==> config.mk <==
export PLATFORM = sky130hd
export DESIGN_NAME = benes_8_route_ctrl
export DESIGN_NICKNAME = d
export VERILOG_FILES = /design/src/rtl/benes_pkg.sv /design/src/rtl/benes_choice_skew.sv /design/src/rtl/benes_8_route_ctrl.sv
export SDC_FILE = /design/constraint.sdc
export NUM_CORES = 1
export LEC_CHECK = 0
export BUFFER_PORTS_ARGS = -buffer_cell sky130_fd_sc_hd__buf_2
export CAP_MARGIN = 30
export CORE_MARGIN = 1
export CORE_UTILIZATION = 31
export DETAILED_ROUTE_END_ITERATION = 16
export PLACE_DENSITY = 0.55
export SLEW_MARGIN = 20
export SYNTH_ARGS = -nofsm -noshare
export SYNTH_HDL_FRONTEND = slang
export SYNTH_SLANG_ARGS = --single-unit
==> constraint.sdc <==
create_clock -name clk -period 2.8 [get_ports clk]
set_clock_uncertainty 0.2 [all_clocks]
set_input_delay 0.56 -clock clk [delete_from_list [all_inputs] [get_ports clk]]
set_output_delay 0.56 -clock clk [all_outputs]
set_load 0.01 [all_outputs]
==> src/rtl/benes_pkg.sv <==
// Shared constants and types for the benes_8 routing controller: choice width,
// pipe latency, per-stage choice masks and the admission FSM states.
package benes_pkg;

  localparam int CHOICE_W  = 40;
  localparam int BENES_LAT = 5;

  typedef logic [CHOICE_W-1:0] choice_t;

  // Entry k selects the choice bits consumed by benes register stage k+1.
  localparam choice_t STAGE_MASK [BENES_LAT] = '{
    40'h00_0000_00FF,
    40'h00_00F0_0F00,
    40'h00_0F00_F000,
    40'h00_F00F_0000,
    40'hFF_0000_0000
  };

  typedef enum logic [1:0] {
    RUN,
    DRAIN,
    DONE
  } state_e;

endpackage

==> src/rtl/benes_choice_skew.sv <==
// Carries each admitted wavefront's config down the 5-stage pipe so every benes
// stage sees the choice bits of the wavefront it currently holds.
module benes_choice_skew
  import benes_pkg::*;
#(
  parameter int IDX_W = 2
) (
  input  logic                 clk,
  input  logic                 rst,
  input  logic                 fire,
  input  choice_t              fire_cfg,
  input  logic [IDX_W-1:0]     fire_idx,
  output choice_t              skew_choice,
  output logic [BENES_LAT-1:0] valid_pipe,
  output logic [IDX_W-1:0]     out_idx
);

  // cfg_q[k] feeds benes stage k+1; it follows the wavefront one stage per edge.
  choice_t          cfg_q [1:BENES_LAT-1];
  logic [IDX_W-1:0] idx_q [BENES_LAT];

  always_ff @(posedge clk or negedge rst) begin
    if (!rst) begin
      valid_pipe <= '0;
      for (int k = 1; k < BENES_LAT; k++) cfg_q[k] <= '0;
      for (int k = 0; k < BENES_LAT; k++) idx_q[k] <= '0;
    end else begin
      // NOTE: nonblocking assignments, so each stage samples its neighbour's pre-edge value.
      valid_pipe <= {valid_pipe[BENES_LAT-2:0], fire};
      idx_q[0]   <= fire ? fire_idx : '0;
      for (int k = 1; k < BENES_LAT; k++) idx_q[k] <= idx_q[k-1];
      if (fire) cfg_q[1] <= fire_cfg;
      // A stage only advances when a wavefront moves into it; otherwise it holds.
      for (int k = 2; k < BENES_LAT; k++) begin
        if (valid_pipe[k-2]) cfg_q[k] <= cfg_q[k-1];
      end
    end
  end

  always_comb begin
    // NOTE: default assigned first, so no path leaves skew_choice unassigned (no latch).
    skew_choice = '0;
    for (int k = 1; k < BENES_LAT; k++) begin
      skew_choice = skew_choice | (cfg_q[k] & STAGE_MASK[k]);
    end
  end

  assign out_idx = idx_q[BENES_LAT-1];

endmodule

==> src/rtl/benes_8_route_ctrl.sv <==
// Admission sequencer for the registered 8-port Benes network: config table,
// downstream credit gating, drain FSM and the stage-skewed choice bus.
module benes_8_route_ctrl
  import benes_pkg::*;
#(
  parameter int NUM_CFG = 4,
  parameter int CREDITS = 8
) (
  input  logic                       clk,
  input  logic                       rst,
  input  logic                       cfg_wr_en,
  input  logic [$clog2(NUM_CFG)-1:0] cfg_wr_idx,
  input  logic [CHOICE_W-1:0]        cfg_wr_data,
  input  logic                       in_valid,
  input  logic [$clog2(NUM_CFG)-1:0] in_cfg_idx,
  output logic                       in_ready,
  output logic [CHOICE_W-1:0]        choice,
  output logic                       dp_hold,
  output logic                       out_valid,
  output logic [$clog2(NUM_CFG)-1:0] out_cfg_idx,
  input  logic                       credit_ret,
  input  logic                       drain_req,
  output logic                       drain_done,
  output logic                       busy,
  output logic                       err_credit
);

  localparam int IDX_W = $clog2(NUM_CFG);
  localparam int CNT_W = $clog2(CREDITS + 1);
  localparam logic [CNT_W-1:0] CREDIT_MAX = CNT_W'(CREDITS);

  choice_t              cfg_table [NUM_CFG];
  choice_t              fire_cfg;
  choice_t              skew_choice;
  logic [BENES_LAT-1:0] valid_pipe;
  logic [CNT_W-1:0]     credit_cnt;
  state_e               state;
  state_e               state_next;
  logic                 fire;

  assign in_ready  = (state == RUN) && !dp_hold && (credit_cnt != '0);
  assign fire      = in_valid && in_ready;
  // Stage 1 samples its bits on the fire edge, so they come straight from the table.
  assign fire_cfg  = cfg_table[in_cfg_idx];
  assign choice    = (fire_cfg & STAGE_MASK[0]) | skew_choice;
  assign busy      = |valid_pipe;
  assign out_valid = valid_pipe[BENES_LAT-1];

  always_ff @(posedge clk or negedge rst) begin
    if (!rst) dp_hold <= 1'b1;
    else      dp_hold <= 1'b0;
  end

  always_ff @(posedge clk or negedge rst) begin
    if (!rst) begin
      // NOTE: the table is tiny and must read as zero after reset, so it is reset like plain flops.
      for (int i = 0; i < NUM_CFG; i++) cfg_table[i] <= '0;
    end else if (cfg_wr_en) begin
      cfg_table[cfg_wr_idx] <= cfg_wr_data;
    end
  end

  // A return in the same cycle as a fire is legitimate even at the limit.
  always_ff @(posedge clk or negedge rst) begin
    if (!rst) begin
      credit_cnt <= CREDIT_MAX;
      err_credit <= 1'b0;
    end else begin
      case ({fire, credit_ret})
        2'b10: credit_cnt <= credit_cnt - CNT_W'(1);
        2'b01: begin
          if (credit_cnt == CREDIT_MAX) err_credit <= 1'b1;
          else                          credit_cnt <= credit_cnt + CNT_W'(1);
        end
        default: ;
      endcase
    end
  end

  always_ff @(posedge clk or negedge rst) begin
    if (!rst) begin
      state      <= RUN;
      drain_done <= 1'b0;
    end else begin
      state      <= state_next;
      drain_done <= (state_next == DONE);
    end
  end

  always_comb begin
    state_next = state;
    case (state)
      RUN:     if (drain_req)          state_next = DRAIN;
      DRAIN:   if (valid_pipe == '0)   state_next = DONE;
      DONE:    if (!drain_req)         state_next = RUN;
      default:                         state_next = RUN;
    endcase
  end

  benes_choice_skew #(
    .IDX_W (IDX_W)
  ) u_skew (
    .clk         (clk),
    .rst         (rst),
    .fire        (fire),
    .fire_cfg    (fire_cfg),
    .fire_idx    (in_cfg_idx),
    .skew_choice (skew_choice),
    .valid_pipe  (valid_pipe),
    .out_idx     (out_cfg_idx)
  );

endmodule

==> out/qor.yml, run 1 <==
status:
  status: "finished, final reports clean"
die:
  fp.dieH_um: 191
  die_area_mm2: 0.0364
  initial_core_util_pct: 31.7
  coreArea_mm2: 0.0348
  fp-row-count: 68
  ios: 98
  die_width_um: 191
sta:
  relSlewSlack_pct: 61.2
  slew_violations: 0
  worst_pin_slew_ns: 0.582
  fin_ws_ns: 0.237
  rsz0062_at_grt: "false"
  setup-violations-final: 0
  timing.final.crit_share_pct: 91.5
  tns_ns: 0
  max_freq_ghz: 0.390
  hold_violations: 0
  min_period_ns: 2.56
  holdWs_ns: 0.0851
finish:
  drive_gt1_share_pct: 50.1
  synthToLayoutAreaGrowth_pct: 16.3
  nets: 856
  stdcell_count: 1281
  postLayoutCoreUtil_pct: 36.9
yosys:
  yosys_warnings: 0
  synth_most_common_cell: "dfrtp_1"
  synth_flop_cell: "dfrtp_1"
  synthArstFlopShare_pct: 100
  synth_edf_count: 0
  postSynthCellCount: 735
  synth_area_mm2: 0.0110
  syn_area_per_cell_um2: 15.0
  syn_nets: 788
  ys_types: 39
  netlist.area_leader.share_pct: 59.4
  synth_largest_area_cell: "dfrtp_1"
  synth_seq_cells: 264
  yosys-top-cells-area: "dfrtp_1 (59%), mux2_2 (21%), mux4_2 (8.2%)"
  synthTopCellsByCount: "dfrtp_1 (262), mux2_2 (208), nand2_1 (99)"
  ys_seq_area_share_pct: 59.8
placed_design:
  pre_cts_slack_ns: 0.124
  hpwl_um: 13400
  gp_congestion: 0.739
  io_buffers: 97
  dp_cells: 1224
detailed_routing:
  drt-initial-drc-count: 242
  wire_per_inst_um: 17.5
  drc: 0
  vias: 5911
  routed_wl_um: 22400
  drtPass1Iterations: 4
  ant_nets: 0
  vias_per_cell: 4.61
critical_path:
  cp_max_fo: 6
  critPathMaxStageDelay_ns: 0.57
  endpoint_kind: "flop"
  start_kind: "flop"
  setup.worst_path.start: "state[1]"
  path_cells: "or4b_4 > o21ai_0 > ha_1 > a21oi_1 > nand2_1 > buf_4 > o31ai_1 > o221ai_1"
  cp.required_ns: 3.06
  path_buf_inv: 1
  reg2reg_from: "state[1]"
  worst-endpoint-arrival_ns: 2.82
  cpMaxStageDelayCell: "or4b_4"
  crit_family: "compound AO/OA/AOI/OAI gates"
  crit_type: "flop to flop"
power:
  p_per_area_mw_per_mm2: 897
  ir_drop_mv: 0.447
  power_leakage_uw: 0.00576
clock_tree:
  cts.clk_slew.worst_paths_ns: 0.06
  cts_max_path_buffers: 3
  numCtsBuffers: 31
  cts_tree: "done"
  cts_root_buffer: "clkbuf_16"
  clock_latency_ns: 0.55
  cts_sinks: 264
  htreeDepth: 1
global_route:
  grt_pass1_vias: 6408
  grt_max_degree: 70
  antenna_found_initial: 5
  grt-ovfl-total: 0
  grt_pass1_wl_um: 36600
  grt_usage_pct: 12.9
job:
  drv_cap: 0
hold_path:
  hp-start: "cfg_wr_data[29]"
  hp-class: "primary input to flop"
==> logic make-up after synthesis <==
group           synth area share, %
other cells                  0.0340
xor+xnor                      0.159
simple gates                   4.76
flops                          59.8
fa+ha+maj                     0.408
buf+inv                        4.42
compound gates                0.635
mux                            29.7
==> stage by stage <==
stage | total power (uW) | cell area [um2]
3_3_place_gp | 7900 | 11900
2_1_floorplan | 7370 | 11000
4_1_cts | 11700 | 12800
3_5_place_dp | 7980 | 11900
6_report | 11500 | 12800
5_1_grt | 12200 | 12800
==> repair_timing <==
action,in CTS,in global routing
resized for setup,0,0
setup buffers,0,0
hold buffers,1,0
endpoints found under the hold margin,64,0
==> worst paths after layout <==
kind | endpoint | slack (ns) | depth (start not counted)
max reg2reg | credit_cnt[3] | 0.24 | 8
min in group asynchronous | cfg_table[143] | 0.37 | 2
min | cfg_table[109] | 0.09 | 2
max in group asynchronous | dp_hold | 1.29 | 3
min reg2reg | u_skew.out_idx[1] | 0.14 | 0
max | credit_cnt[3] | 0.24 | 8
==> state kept, by name, summed over array words and instances (netlist names) <==
| register | count |
|---|---|
| cfg_table | 160 |
| credit_cnt | 4 |
| dp_hold | 1 |
| drain_done | 1 |
| err_credit | 1 |
| state | 2 |
| u_skew.cfg_q | 80 |
| u_skew.idx_q | 8 |
| u_skew.out_idx | 2 |
| u_skew.valid_pipe | 5 |
==> per-layer routing <==
layer / wire length [um] / part of all wire, % / GRT usage (%) / vias to the layer above
met3: 1090 / 4.8 / 3.05 / 43
li1: - / - / - / 2715
met2: 10200 / 45 / 20.1 / 107
met1: 10600 / 47 / 17.8 / 3040
met5: 41 / 0.18 / 0 / -
met4: 553 / 2.5 / 3.72 / 6
==> layout make-up <==
class | count | area, um2
antenna | 2 | 5.00
clock buffer | 51 | 901
clock inverter | 3 | 18.8
fill | 3350 | 22000
inverter | 1 | 3.75
multi-input combinational | 388 | 3960
sequential | 264 | 6610
tap | 455 | 569
timing repair buffer | 117 | 776
==> report_power, final <==
part	switching [uW]	total (uW)	internal (uW)
registers	540	5420	4880
logic	1080	2440	1360
clock network	1490	3660	2160
total	3110	11500	8410
==> layout by cell type (no fill, tap or decap), types with 2 or more instances in the layout <==
cell type / count
buf_2: 95
diode_2: 2
clkinv_2: 2
clkbuf_8: 5
ha_1: 2
mux2i_1: 3
clkbuf_16: 31
dfrtp_1: 262
mux2_2: 208
nand2_1: 99
mux4_2: 40
clkbuf_1: 15
dfstp_2: 2
buf_4: 10
and2_1: 2
nand3_1: 2
buf_12: 10
o22ai_1: 2
nor2_1: 2
a21oi_1: 2
nor3_1: 2
nand3b_1: 2
Note: power is estimated with default switching activity, not from simulation.
==> run 2: changes to the inputs <==
--- a/config.mk
+++ b/config.mk
@@ -5,6 +5,7 @@
 export SDC_FILE = /design/constraint.sdc
 export NUM_CORES = 1
 export LEC_CHECK = 0
+export ABC_CLOCK_PERIOD_IN_PS = 2200
 export BUFFER_PORTS_ARGS = -buffer_cell sky130_fd_sc_hd__buf_2
 export CAP_MARGIN = 30
 export CORE_MARGIN = 1
==> constraint.sdc (replaced) <==
create_clock -name clk -period 2.2 [get_ports clk]
set_clock_uncertainty 0.2 [all_clocks]
set_input_delay 0.44 -clock clk [delete_from_list [all_inputs] [get_ports clk]]
set_output_delay 0.44 -clock clk [all_outputs]
set_load 0.01 [all_outputs]
==> out/qor.yml, run 2 (synthesis gave the netlist of run 1 again) <==
job:
  drv_cap: 0  # unchanged
sta:
  worst_pin_slew_ns: 0.500  # -0.0823 ns
  min_period_ns: 2.39  # -0.169 ns
  setup-violations-final: 4  # +4
  relSlewSlack_pct: 66.7  # +5.5 points
  rsz0062_at_grt: "true"
  hold_violations: 0  # unchanged
  fin_ws_ns: -0.194  # -0.431 ns
  slew_violations: 0  # unchanged
  max_freq_ghz: 0.418  # +7.1%
  timing.final.crit_share_pct: 109  # +17 points
detailed_routing:
  drt-initial-drc-count: 229  # -5.4%
  ant_nets: 0  # unchanged
  vias_per_cell: 4.58  # -0.70%
  vias: 6163  # +4.3%
  wire_per_inst_um: 16.9  # -3.5%
  drc: 0  # unchanged
  drtPass1Iterations: 4  # unchanged
  routed_wl_um: 22700  # +1.3%
power:
  ir_drop_mv: 0.734  # +64%
  swShare_pct: 27.0  # about the same
  switchingPower_uw: 4160  # +34%
  p_int_uw: 11200  # +34%
  power_leakage_uw: 0.00615  # +6.8%
  power.share.combinational_pct: 23.4  # +2.2 points
  p_clk_share_pct: 31.9  # +0.2 points
  finalPower_uw: 15400  # +34%
  power_frac_seq_pct: 44.7  # -2.4 points
  p_per_area_mw_per_mm2: 1120  # +25%
die:
  die_area_mm2: 0.0364  # unchanged
  coreArea_mm2: 0.0348  # unchanged
  die_width_um: 191  # unchanged
  ios: 98  # unchanged
  initial_core_util_pct: 31.7  # unchanged
  fp-row-count: 68  # unchanged
  fp.dieH_um: 191  # unchanged
global_route:
  grt_max_degree: 58  # -17%
  grt_pass1_vias: 6659  # +3.9%
  antenna_found_initial: 2  # -3
  grt_usage_pct: 13.0  # +0.044 points
  grt_pass1_wl_um: 37400  # +2.3%
  grt-ovfl-total: 0  # unchanged
finish:
  largest_reg_flops: 160  # unchanged
  drive_gt1_share_pct: 51.4  # +1.3 points
  synthToLayoutAreaGrowth_pct: 24.0
  final_common_cell: "dfrtp_1"
  num-fill-cells: 3315  # -1.0%
  nets: 921  # +7.6%
  reg_top3: "cfg_table (160), u_skew.cfg_q (80), u_skew.idx_q (8)"
  seq_area_mm2: 0.00661  # about the same
  final_cell_mix: "dfrtp_1 (261), mux2_2 (208), nand2_1 (98)"
  regMostFlops: "cfg_table"
  multi_input_area_mm2: 0.00403  # +1.9%
status:
  status: "finished, violations left"
  violations: "negative setup slack"
clock_tree:
  cts_max_path_buffers: 3  # unchanged
  htreeDepth: 1  # unchanged
  cts_tree: "done"
  cts_sinks: 264  # unchanged
  cts.clk_slew.worst_paths_ns: 0.06  # about the same
  clock_latency_ns: 0.56  # about the same
  numCtsBuffers: 30  # -3.2%
  cts_root_buffer: "clkbuf_16"
placed_design:
  pre_cts_slack_ns: -0.268  # -0.393 ns
  hpwl_um: 13900  # +3.2%
  io_buffers: 97  # unchanged
  gp_congestion: 0.713  # -3.5%
critical_path:
  r2r_end: "credit_cnt[3]"
  cp.required_ns: 2.48  # -0.58 ns
  setup.worst_path.start: "state[0]"
  worst-endpoint-arrival_ns: 2.67  # -0.15 ns
  reg2reg_from: "state[0]"
  cp_max_fo: 4  # -2
  start_kind: "flop"
  reg2reg_depth: 7  # -1
  endpoint_kind: "flop"
  crit_type: "flop to flop"
  r2r_setup_slack_ns: -0.19  # -0.43 ns
  setup.worst_path.end: "credit_cnt[3]"
hold_path:
  hp-class: "primary input to flop"
run 2: repair_timing:
item / 4_1_cts / 5_1_grt
hold buffers: 43 / 0
gates resized for setup: 9 / 13
pin swaps: 2 / 8
endpoints found under the setup margin: 9 / 13
setup buffers: 1 / 6
endpoints found under the hold margin: 231 / 0
run 2: through the flow:
step | cell area, um2 | setup TNS (ns) | util [%] | hold WS (ns) | instances
2_1_floorplan | 11100 | -0.165 | - | -0.0556 | 735
3_3_place_gp | 12100 | -0.478 | 34.8 | 0.134 | 1242
3_5_place_dp | 12100 | -0.517 | 34.8 | 0.135 | 1242
4_1_cts | 13600 | -0.440 | 39.1 | 0.0117 | 1339
5_1_grt | 13700 | -1.03 | 39.3 | 0.0635 | 1344
6_report | 13700 | -0.588 | 39.4 | 0.0712 | 1345
run 2: layout make-up:
type / count / area share, %
inverters: 1 / 0.0274
multi-input cells: 388 / 29.5
clock buffers: 43 / 6.35
repair buffers: 183 / 10.8
clock inverters: 10 / 0.914
flip-flops and latches: 264 / 48.3
well taps: 455 / 4.16
diodes: 1 / 0.0183
run 2: worst max-delay path, cell delays in order, from the launching register on:
cell and delay, ns:
dfrtp_1 0.37, or4b_4 0.57, o21ai_4 0.25, ha_4 0.25, a21oi_2 0.12, nand2_2 0.07, or4_4 0.41, o221ai_2 0.08
run 2: routing by layer:
| metal | part of all wire, % | vias up | track usage, % | wire [um] |
|---|---|---|---|---|
| met2 | 46 | 103 | 20.6 | 10600 |
| met4 | 1.9 | 2 | 3.20 | 429 |
| met5 | 0.062 | - | 0 | 14 |
| met1 | 48 | 3199 | 18.2 | 10800 |
| li1 | - | 2823 | - | - |
| met3 | 4.1 | 36 | 2.41 | 925 |
run 2: power groups by stage:
stage          registers, uW  clock network (uW)  logic [uW]
2_1_floorplan           6790                   0        2620
3_3_place_gp            6940                   0        3300
3_5_place_dp            6980                   0        3360
4_1_cts                 6920                5080        3520
5_1_grt                 7090                5270        3970
6_report                6890                4910        3600
run 2: how the worst min path moves through the flow:
stage | from | endpoint | slack [ns] | cells past startpoint
final | credit_ret | credit_cnt[3] | 0.07 | 3
after global routing | credit_ret | credit_cnt[3] | 0.06 | 3
after CTS | credit_ret | credit_cnt[3] | 0.01 | 3
after detailed placement | u_skew.idx_q[9] | u_skew.idx_q[7] | 0.13 | 0
after global placement | u_skew.idx_q[9] | u_skew.idx_q[7] | 0.13 | 0
after floorplan | rst | cfg_table[0] | -0.06 | 0
==> run 3: changes to the inputs <==
--- a/config.mk
+++ b/config.mk
@@ -5,7 +5,7 @@
 export SDC_FILE = /design/constraint.sdc
 export NUM_CORES = 1
 export LEC_CHECK = 0
-export ABC_CLOCK_PERIOD_IN_PS = 2200
+export ABC_CLOCK_PERIOD_IN_PS = 2100
 export BUFFER_PORTS_ARGS = -buffer_cell sky130_fd_sc_hd__buf_2
 export CAP_MARGIN = 30
 export CORE_MARGIN = 1
==> constraint.sdc (replaced) <==
create_clock -name clk -period 2.1 [get_ports clk]
set_clock_uncertainty 0.2 [all_clocks]
set_input_delay 0.42 -clock clk [delete_from_list [all_inputs] [get_ports clk]]
set_output_delay 0.42 -clock clk [all_outputs]
set_load 0.01 [all_outputs]
==> out/qor.yml, run 3 (synthesis gave the netlist of run 1 again) <==
status:
  status: "finished, violations left"
  violations: "negative setup slack"
critical_path:
  crit_type: "flop to flop"
  start_kind: "flop"
  critPathMaxStageDelay_ns: 0.57  # about the same
  cpMaxStageDelayCell: "or4b_4"
  path_cells: "or4b_4 > o21ai_4 > ha_4 > a21oi_2 > nand2_2 > or4_4 > o221ai_2"
  endpoint_kind: "flop"
  worst-endpoint-arrival_ns: 2.64  # -0.03 ns
  path_buf_inv: 0  # unchanged
  crit_family: "simple AND/OR/NAND/NOR gates"
  cp.required_ns: 2.36  # -0.12 ns
  cp_max_fo: 4  # unchanged
clock_tree:
  cts_sinks: 264  # unchanged
  cts_max_path_buffers: 3  # unchanged
  cts.clk_slew.worst_paths_ns: 0.06  # about the same
  clock_latency_ns: 0.54  # -0.02 ns
  htreeDepth: 1  # unchanged
  cts_root_buffer: "clkbuf_16"
  cts_tree: "done"
  numCtsBuffers: 31  # +3.3%
finish:
  nets: 919  # -0.22%
  synthToLayoutAreaGrowth_pct: 23.3
  drive_gt1_share_pct: 51.2  # -0.17 points
  stdcell_area_mm2: 0.0136  # -0.56%
  reg_top3: "cfg_table (160), u_skew.cfg_q (80), u_skew.idx_q (8)"
  largest_reg_flops: 160  # unchanged
  seq_area_mm2: 0.00661  # about the same
  num-fill-cells: 3292  # -0.69%
  regMostFlops: "cfg_table"
  multi_input_area_mm2: 0.00404  # +0.19%
  final_common_cell: "dfrtp_1"
  final_cell_mix: "dfrtp_1 (262), mux2_2 (208), nand2_1 (98)"
detailed_routing:
  drt-initial-drc-count: 184  # -20%
  wire_per_inst_um: 17.3  # +2.4%
  ant_nets: 0  # unchanged
  drc: 0  # unchanged
  routed_wl_um: 23300  # +2.5%
  vias_per_cell: 4.57  # -0.16%
  drtPass1Iterations: 4  # unchanged
  vias: 6162  # -0.016%
sta:
  rsz0062_at_grt: "true"
  max_freq_ghz: 0.420  # +0.54%
  fin_ws_ns: -0.281  # -0.0870 ns
  setup-violations-final: 12  # +8
  timing.final.crit_share_pct: 113  # +4.6 points
  min_period_ns: 2.38  # -0.0130 ns
  hold_violations: 0  # unchanged
  slew_violations: 0  # unchanged
global_route:
  antenna_found_initial: 2  # unchanged
  grt-ovfl-total: 0  # unchanged
  grt_usage_pct: 13.3  # +0.34 points
  grt_pass1_vias: 6715  # +0.84%
  grt_max_degree: 53  # -8.6%
  grt_pass1_wl_um: 38100  # +1.7%
job:
  drv_cap: 0  # unchanged
die:
  fp-row-count: 68  # unchanged
  die_width_um: 191  # unchanged
  ios: 98  # unchanged
  initial_core_util_pct: 31.7  # unchanged
  fp.dieH_um: 191  # unchanged
  die_area_mm2: 0.0364  # unchanged
  coreArea_mm2: 0.0348  # unchanged
hold_path:
  hp-class: "primary input to flop"
placed_design:
  placed_area_mm2: 0.0121  # -0.43%
  hpwl_um: 14000  # +0.62%
  io_buffers: 97  # unchanged
  gp_congestion: 0.732  # +2.7%
power:
  finalPower_uw: 16000  # +4.1%
  power_leakage_uw: 0.00610  # -0.68%
  ir_drop_mv: 0.560  # -24%
  p_per_area_mw_per_mm2: 1180  # +4.6%
==> run 3: metal layers <==
metal | part of all wire [%] | track usage, %
met4 | 1.6 | 3.11
met3 | 4.0 | 2.45
met2 | 46 | 21.3
met5 | 0 | 0
met1 | 48 | 18.6
==> run 3: layout make-up <==
| type | count | share of cell area, % |
|---|---|---|
| flip-flops and latches | 264 | 48.5 |
| multi-input cells | 388 | 29.7 |
| repair buffers | 180 | 10.3 |
| clock buffers | 48 | 6.83 |
| well taps | 455 | 4.18 |
| clock inverters | 9 | 0.386 |
| diodes | 2 | 0.0367 |
| inverters | 1 | 0.0276 |
==> run 3: per-stage QoR <==
| stage | TNS (ns) | setup slack (ns) | util [%] | hold WS, ns | cells |
|---|---|---|---|---|---|
| after floorplan | -0.441 | -0.249 | - | -0.0756 | 735 |
| after global placement | -0.777 | -0.350 | 34.7 | 0.133 | 1240 |
| after detailed placement | -0.864 | -0.371 | 34.7 | 0.135 | 1240 |
| after CTS | -1.45 | -0.286 | 38.9 | 0.0531 | 1343 |
| after global routing | -2.08 | -0.368 | 39.1 | 0.0908 | 1346 |
| final | -1.13 | -0.281 | 39.1 | 0.0885 | 1347 |
==> run 3: what timing repair did <==
action                                  CTS  global route
pin swaps                                 3             7
hold endpoints to repair                376             0
buffers inserted                          5             2
hold buffers                             42             0
endpoints found under the setup margin   13            43
gates resized for setup                  10             9
==> run 3: tightest hold or removal path, cell delays in order <==
cell,delay (ns)
buf_2,0.11
buf_4,0.16
mux2i_1,0.08
==> run 3: path summary, 6_finish.rpt <==
check | start | endpoint | slack (ns) | cells past startpoint
max reg2reg | state[1] | credit_cnt[3] | -0.28 | 7
min | credit_ret | credit_cnt[1] | 0.09 | 3
min reg2reg | u_skew.idx_q[6] | u_skew.idx_q[4] | 0.15 | 0
min in group asynchronous | rst | u_skew.cfg_q[140] | 0.16 | 2
max | state[1] | credit_cnt[3] | -0.28 | 7
max in group asynchronous | rst | cfg_table[70] | 0.83 | 3
==> run 3: power by group <==
part           switching (uW)  internal (uW)
clock network            2030           3020
registers                 716           6510
logic                    1630           2120
total                    4380          11700
